===== config.mk =====
export PLATFORM = sky130hd
export DESIGN_NAME = tcp_tx_merge
export DESIGN_NICKNAME = d
export VERILOG_FILES = /design/src/rtl/tcp_tx_merge_pkg.sv /design/src/rtl/tcp_tx_merge_rr_arbiter.sv /design/src/rtl/tcp_tx_merge.sv
export SDC_FILE = /design/constraint.sdc
export NUM_CORES = 1
export LEC_CHECK = 0
export BUFFER_PORTS_ARGS = -buffer_cell sky130_fd_sc_hd__buf_2
export CAP_MARGIN = 20
export CORE_MARGIN = 2
export CORE_UTILIZATION = 57
export DETAILED_ROUTE_END_ITERATION = 8
export PLACE_DENSITY = 0.87
export SLEW_MARGIN = 25
export SYNTH_ARGS = -nofsm -noshare
export SYNTH_HDL_FRONTEND = slang
export SYNTH_SLANG_ARGS = --single-unit

===== constraint.sdc =====
create_clock -name CLK -period 4.15 [get_ports CLK]
set_input_delay 0 -clock CLK [delete_from_list [all_inputs] [get_ports CLK]]
set_output_delay 0 -clock CLK [all_outputs]
set_load 0.01 [all_outputs]

===== src/rtl/tcp_tx_merge_pkg.sv =====
// Shared constants, state encoding and frame word builders for the
// multi-channel SiTCPXG transmit merger.
package tcp_tx_merge_pkg;

  localparam logic [15:0] HDR_MAGIC = 16'hA55A;
  localparam logic [15:0] TRL_MAGIC = 16'h5AA5;
  localparam logic [3:0]  TX_B_FULL = 4'd8;
  localparam logic [3:0]  TX_B_IDLE = 4'd0;

  typedef enum logic [1:0] {
    IDLE = 2'd0,
    HDR  = 2'd1,
    DATA = 2'd2,
    TRL  = 2'd3
  } state_e;

  function automatic logic [63:0] hdr_word(input logic [7:0] ch, input logic [31:0] seq);
    return {HDR_MAGIC, ch, 8'h00, seq};
  endfunction

  function automatic logic [63:0] trl_word(input logic [7:0]  ch,
                                           input logic        trunc,
                                           input logic [15:0] wcnt);
    return {TRL_MAGIC, ch, 7'b0, trunc, 16'h0000, wcnt};
  endfunction

endpackage


===== src/rtl/tcp_tx_merge_rr_arbiter.sv =====
// Round-robin arbiter: the search starts at the channel after the last
// one granted; the pointer only moves on an accepted grant (adv).
module rr_arbiter #(
  parameter int unsigned N  = 4,
  parameter int unsigned IW = (N > 1) ? $clog2(N) : 1
) (
  input  logic          clk,
  input  logic          rst_n,
  input  logic [N-1:0]  req,
  input  logic          en,
  input  logic          adv,
  output logic [N-1:0]  gnt,
  output logic [IW-1:0] idx
);

  logic [IW-1:0] ptr_q, ptr_d;
  logic          found;

  // Two passes: channels at/after the pointer first, then wrap to the rest.
  always_comb begin
    found = 1'b0;
    idx   = '0;
    for (int unsigned i = 0; i < N; i++) begin
      if (!found && req[i] && (IW'(i) >= ptr_q)) begin
        found = 1'b1;
        idx   = IW'(i);
      end
    end
    for (int unsigned i = 0; i < N; i++) begin
      if (!found && req[i]) begin
        found = 1'b1;
        idx   = IW'(i);
      end
    end
    if (!en) begin
      found = 1'b0;
    end
    gnt = '0;
    if (found) begin
      gnt[idx] = 1'b1;
    end
    ptr_d = ptr_q;
    if (adv && found) begin
      ptr_d = (idx == IW'(N - 1)) ? '0 : idx + IW'(1);
    end
  end

  always_ff @(posedge clk or negedge rst_n) begin
    if (!rst_n) begin
      ptr_q <= '0;
    end else begin
      ptr_q <= ptr_d;
    end
  end

endmodule


===== src/rtl/tcp_tx_merge.sv =====
// Merges NUM_CH 64-bit block streams into one SiTCPXG TX port, framing each
// block with a header (channel, sequence) and a trailer (truncation, count).
module tcp_tx_merge
  import tcp_tx_merge_pkg::*;
#(
  parameter int unsigned NUM_CH        = 4,
  parameter int unsigned MAX_BLK_WORDS = 1024
) (
  input  logic                 CLK,
  input  logic                 RST_N,
  input  logic                 ENABLE,
  input  logic [NUM_CH-1:0]    CH_MASK,
  input  logic [NUM_CH-1:0]    CH_VALID,
  output logic [NUM_CH-1:0]    CH_READY,
  input  logic [NUM_CH*64-1:0] CH_DATA,
  input  logic [NUM_CH-1:0]    CH_LAST,
  input  logic                 TX_AFULL,
  output logic [63:0]          TX_D,
  output logic [3:0]           TX_B,
  output logic [31:0]          BLK_CNT,
  output logic [15:0]          TRUNC_CNT
);

  localparam int unsigned IW = (NUM_CH > 1) ? $clog2(NUM_CH) : 1;
  localparam int unsigned WW = $clog2(MAX_BLK_WORDS + 1);
  localparam logic [WW-1:0] WMAX = WW'(MAX_BLK_WORDS);

  state_e        state_q, state_d;
  logic [IW-1:0] sel_q, sel_d;
  logic [WW-1:0] wcnt_q, wcnt_d;
  logic          trunc_q, trunc_d;
  logic [31:0]   seq_q [NUM_CH];
  logic [31:0]   seq_d [NUM_CH];
  logic [63:0]   tx_d_q, tx_d_d;
  logic [3:0]    tx_b_q, tx_b_d;
  logic [31:0]   blk_q, blk_d;
  logic [15:0]   trc_q, trc_d;

  logic [NUM_CH-1:0] gnt;
  logic [IW-1:0]     gnt_idx;
  logic              arb_en;
  logic              arb_adv;
  logic [NUM_CH-1:0] ready;
  logic [WW-1:0]     wcnt_inc;
  logic [7:0]        ch_id;
  logic [63:0]       ch_word;

  assign arb_en   = (state_q == IDLE) && ENABLE && !TX_AFULL;
  assign wcnt_inc = wcnt_q + WW'(1);
  assign ch_id    = 8'(sel_q);
  assign ch_word  = CH_DATA[{sel_q, 6'd0} +: 64];

  rr_arbiter #(
    .N  (NUM_CH),
    .IW (IW)
  ) u_arb (
    .clk   (CLK),
    .rst_n (RST_N),
    .req   (CH_VALID & CH_MASK),
    .en    (arb_en),
    .adv   (arb_adv),
    .gnt   (gnt),
    .idx   (gnt_idx)
  );

  // READY is combinational so a word is taken in the same cycle AFULL drops.
  always_comb begin
    ready = '0;
    if ((state_q == DATA) && !TX_AFULL) begin
      ready[sel_q] = 1'b1;
    end
  end

  always_comb begin
    state_d = state_q;
    sel_d   = sel_q;
    wcnt_d  = wcnt_q;
    trunc_d = trunc_q;
    seq_d   = seq_q;
    tx_d_d  = tx_d_q;
    tx_b_d  = TX_B_IDLE;
    blk_d   = blk_q;
    trc_d   = trc_q;
    arb_adv = 1'b0;
    case (state_q)
      IDLE: begin
        if (|gnt) begin
          sel_d   = gnt_idx;
          arb_adv = 1'b1;
          state_d = HDR;
        end
      end
      HDR: begin
        if (!TX_AFULL) begin
          tx_d_d  = hdr_word(ch_id, seq_q[sel_q]);
          tx_b_d  = TX_B_FULL;
          state_d = DATA;
        end
      end
      DATA: begin
        if (CH_VALID[sel_q] && !TX_AFULL) begin
          tx_d_d = ch_word;
          tx_b_d = TX_B_FULL;
          wcnt_d = wcnt_inc;
          if (CH_LAST[sel_q]) begin
            state_d = TRL;
          end else if (wcnt_inc == WMAX) begin
            trunc_d = 1'b1;
            state_d = TRL;
          end
        end
      end
      TRL: begin
        if (!TX_AFULL) begin
          tx_d_d       = trl_word(ch_id, trunc_q, 16'(wcnt_q));
          tx_b_d       = TX_B_FULL;
          seq_d[sel_q] = seq_q[sel_q] + 32'd1;
          blk_d        = blk_q + 32'd1;
          if (trunc_q && (trc_q != 16'hFFFF)) begin
            trc_d = trc_q + 16'd1;
          end
          wcnt_d  = '0;
          trunc_d = 1'b0;
          state_d = IDLE;
        end
      end
      default: state_d = IDLE;
    endcase
  end

  always_ff @(posedge CLK or negedge RST_N) begin
    if (!RST_N) begin
      state_q <= IDLE;
      sel_q   <= '0;
      wcnt_q  <= '0;
      trunc_q <= 1'b0;
      for (int unsigned i = 0; i < NUM_CH; i++) begin
        seq_q[i] <= '0;
      end
      tx_d_q  <= '0;
      tx_b_q  <= TX_B_IDLE;
      blk_q   <= '0;
      trc_q   <= '0;
    end else begin
      state_q <= state_d;
      sel_q   <= sel_d;
      wcnt_q  <= wcnt_d;
      trunc_q <= trunc_d;
      seq_q   <= seq_d;
      tx_d_q  <= tx_d_d;
      tx_b_q  <= tx_b_d;
      blk_q   <= blk_d;
      trc_q   <= trc_d;
    end
  end

  assign CH_READY  = ready;
  assign TX_D      = tx_d_q;
  assign TX_B      = tx_b_q;
  assign BLK_CNT   = blk_q;
  assign TRUNC_CNT = trc_q;

endmodule


==> run metrics <==
Yosys top cell area share=between 40 and 50%; Starting Density=58.0%; P_int=approximately 7.7 mW; critical path arrival=3.75 ns; clock root buffer=clkbuf_16; Final Instance Count excl. Fillers=2013; # IOs=392; core area=between 20000 and 25000 µm²; Worst Setup End Kind=register; gr usage total=a little over a third; Worst Path Required=4.55 ns; synthesized cell area=between 10000 and 15000 µm²; CP Class=register to register; cells after synthesis=1257; sequential share of power=about a third; Tot Pwr=13.4 mW; Slew Viols, Final=0; pwr dens=771 nW/µm²; top cells by area, synth=dfrtp_1 48%, mux4_2 15%, nor2_1 5.0%; Gate power share=50.1%; Worst Skew=about 0.023 ns; clock sinks=259; post-synthesis cell type count=between 60 and 70; # placed instances=around 1900; Final Hold Violating Endpoints=2; Detailed Route Iter0 Violations=1511; LEAKAGE=7.92 nW; vias in the first global route=12600; antenna-violating nets left=0; CP Max Fanout=35; Area Growth Syn to Fin=27.6%; YS warnings=0; status=finished with violations; startpoint types=register; Hold/Removal Path Class=input port to async pin; Clock Latency Late Sink=0.54 ns; most frequent cells in the layout=387 x buf_2, 257 x dfrtp_1, 178 x nor2_1, 139 x nand2_1, 114 x a21oi_1; design area=17400 µm²; Post-CTS Repair Setup Buffers=0; via count=about 13000; most common cell after layout, fill and taps aside=buf_2; R2R cell count=6; die width=159 µm; CP Launch Point=sel_q[0]; final core utilization=74.0%; post-synthesis register bit count=between 200 and 300; Mapped Avg Cell Area=10.8 µm²; Post-synth EDFFs=0; total CTS buffers=26; Psw=approximately 5.7 mW; peak supply drop=412 µV; # port buffers=388; Fmax=299 MHz; max-cap violations=0; drt drc=0; CTS tree=yes; largest net degree at the start of global routing=139; switch share=42.4%; drt total wl=44400 µm; Die ar.=25100 µm²; RSZ-0062 raised after global routing=false; dominant synthesized flop cell=dfrtp_1; Die Y=159 µm; vias per std cell=6.22; First-pass DRT Iterations=9; Slew HR=between 40% and 50%; Yosys top cell by area=dfrtp_1; share of layout cells above drive strength 1=33.7%; Final HPWL DP=29700 µm; sequential area share after synthesis=a little under half; fin nets=1957; GPL Wtd Cong=around 0.86; Async S/R FF share, synth=100%; Tmin final=3.34 ns; Rows=56; initial antenna violation count=1; violated checks=negative hold slack; routed length per instance=22.1 µm; Clock H-tree levels=1; WHS=-0.00270 ns; Fin Setup TNS=0 ns; Finish-stage setup viols=0; grt ovf=0; reg2reg start=sel_q[0]; clock share of power=18.1%; clock slew at reported path FFs=0.06 ns; placed cell areas=between 15000 and 20000 µm²; Tcrit/Tclk final=about four fifths; Worst-Margin Slew=~0.87 ns; first-pass GRT wire length=approximately 68000 µm; clk buf depth=3
## power groups by stage
stage	Sequential, mW	Combinational (mW)	Clock [mW]
6_report	4.27	6.71	2.42
5_1_grt	4.36	7.24	2.54
4_1_cts	4.24	6.50	2.42
3_5_place_dp	4.26	6.19	0
3_3_place_gp	4.19	6.00	0
2_1_floorplan	4.09	4.44	0
## worst paths after layout
path | endpoint | slack, ns
hold reg to reg | BLK_CNT[31] | 0.47
max in group asynchronous | seq_q[65] | 2.82
setup reg to reg | TX_D[59] | 0.81
setup / recovery | TX_D[59] | 0.81
hold / removal | TX_D[37] | -0.003
min in group CLK | TX_D[61] | 0.01
## flip-flops by register name (all words and copies together), names as in the netlist
| signal | count |
|---|---|
| wcnt_q | 11 |
| BLK_CNT | 32 |
| TX_B | 1 |
| TX_D | 64 |
| sel_q | 2 |
| state_q | 2 |
| u_arb.ptr_q | 2 |
| seq_q | 128 |
| TRUNC_CNT | 16 |
| trunc_q | 1 |
## kinds of logic after synthesis
family | Yosys count | synth area share, %
xor gates and xnor gates | 77 | 5.06
AOI/OAI and AO/OA | 245 | 10.5
other | 1 | 0.0275
and+or+nand+nor | 456 | 15.2
buffers and inverters | 103 | 3.52
DFF | 259 | 47.6
adders and majority gates | 10 | 0.919
muxes | 106 | 17.1
## cell type report
type                            instances  area, µm²
Tap cell                              319        399
Clock buffer                           34        752
Inverter                               15       56.3
Sequential cell                       259       6490
Fill cell                            1488       6100
Clock inverter                         12        125
Antenna cell                            1       2.50
Timing Repair Buffer                  476       2850
Multi-Input combinational cell        897       6700
## Yosys cell counts, types with 5 or more instances
cell type,instances
inv_1,15
nor3_1,10
xor2_1,29
buf_4,5
a21oi_1,114
buf_1,5
o21ai_1,11
xnor2_1,46
a22oi_1,11
and3_1,12
mux4_2,89
and2_1,5
nand3_1,49
nor2_1,180
a221oi_1,24
o21ai_0,53
ha_1,10
nand2b_1,6
mux2_2,8
mux4_1,9
buf_2,25
a31oi_1,12
nand2_1,139
dfrtp_1,259
clkbuf_1,49
and4_1,6
nor4_1,5
nand4_1,21
## through the flow
step | setup WS, ns | hold slack, ns
finish | 0.808 | -0.00270
global route | 0.588 | 0.00847
CTS | 0.780 | 0.000711
detailed placement | 0.965 | 0.191
global placement | 1.07 | 0.175
floorplan | 1.76 | -0.296
## critical path, cell delays in order (launching register included)
cell           delay [ns]
dfrtp_4              0.85
buf_4                0.57
buf_4                0.39
mux4_2               0.53
dlygate4sd3_1        0.59
a21oi_1              0.15
o21ai_0              0.09
## routing by layer
metal	track usage (%)	vias to the layer above	share of wire, %
li1	-	5400	-
met5	4.14	-	0.085
met3	11.0	197	9.9
met2	57.6	829	49
met4	17.6	2	5.5
met1	43.0	6083	36
## timing repair
action | in CTS | in global routing
endpoints found under the hold margin | 172 | 0
hold buffers | 67 | 0
resized for setup | 0 | 0
Power figures use the tool's default switching activity.
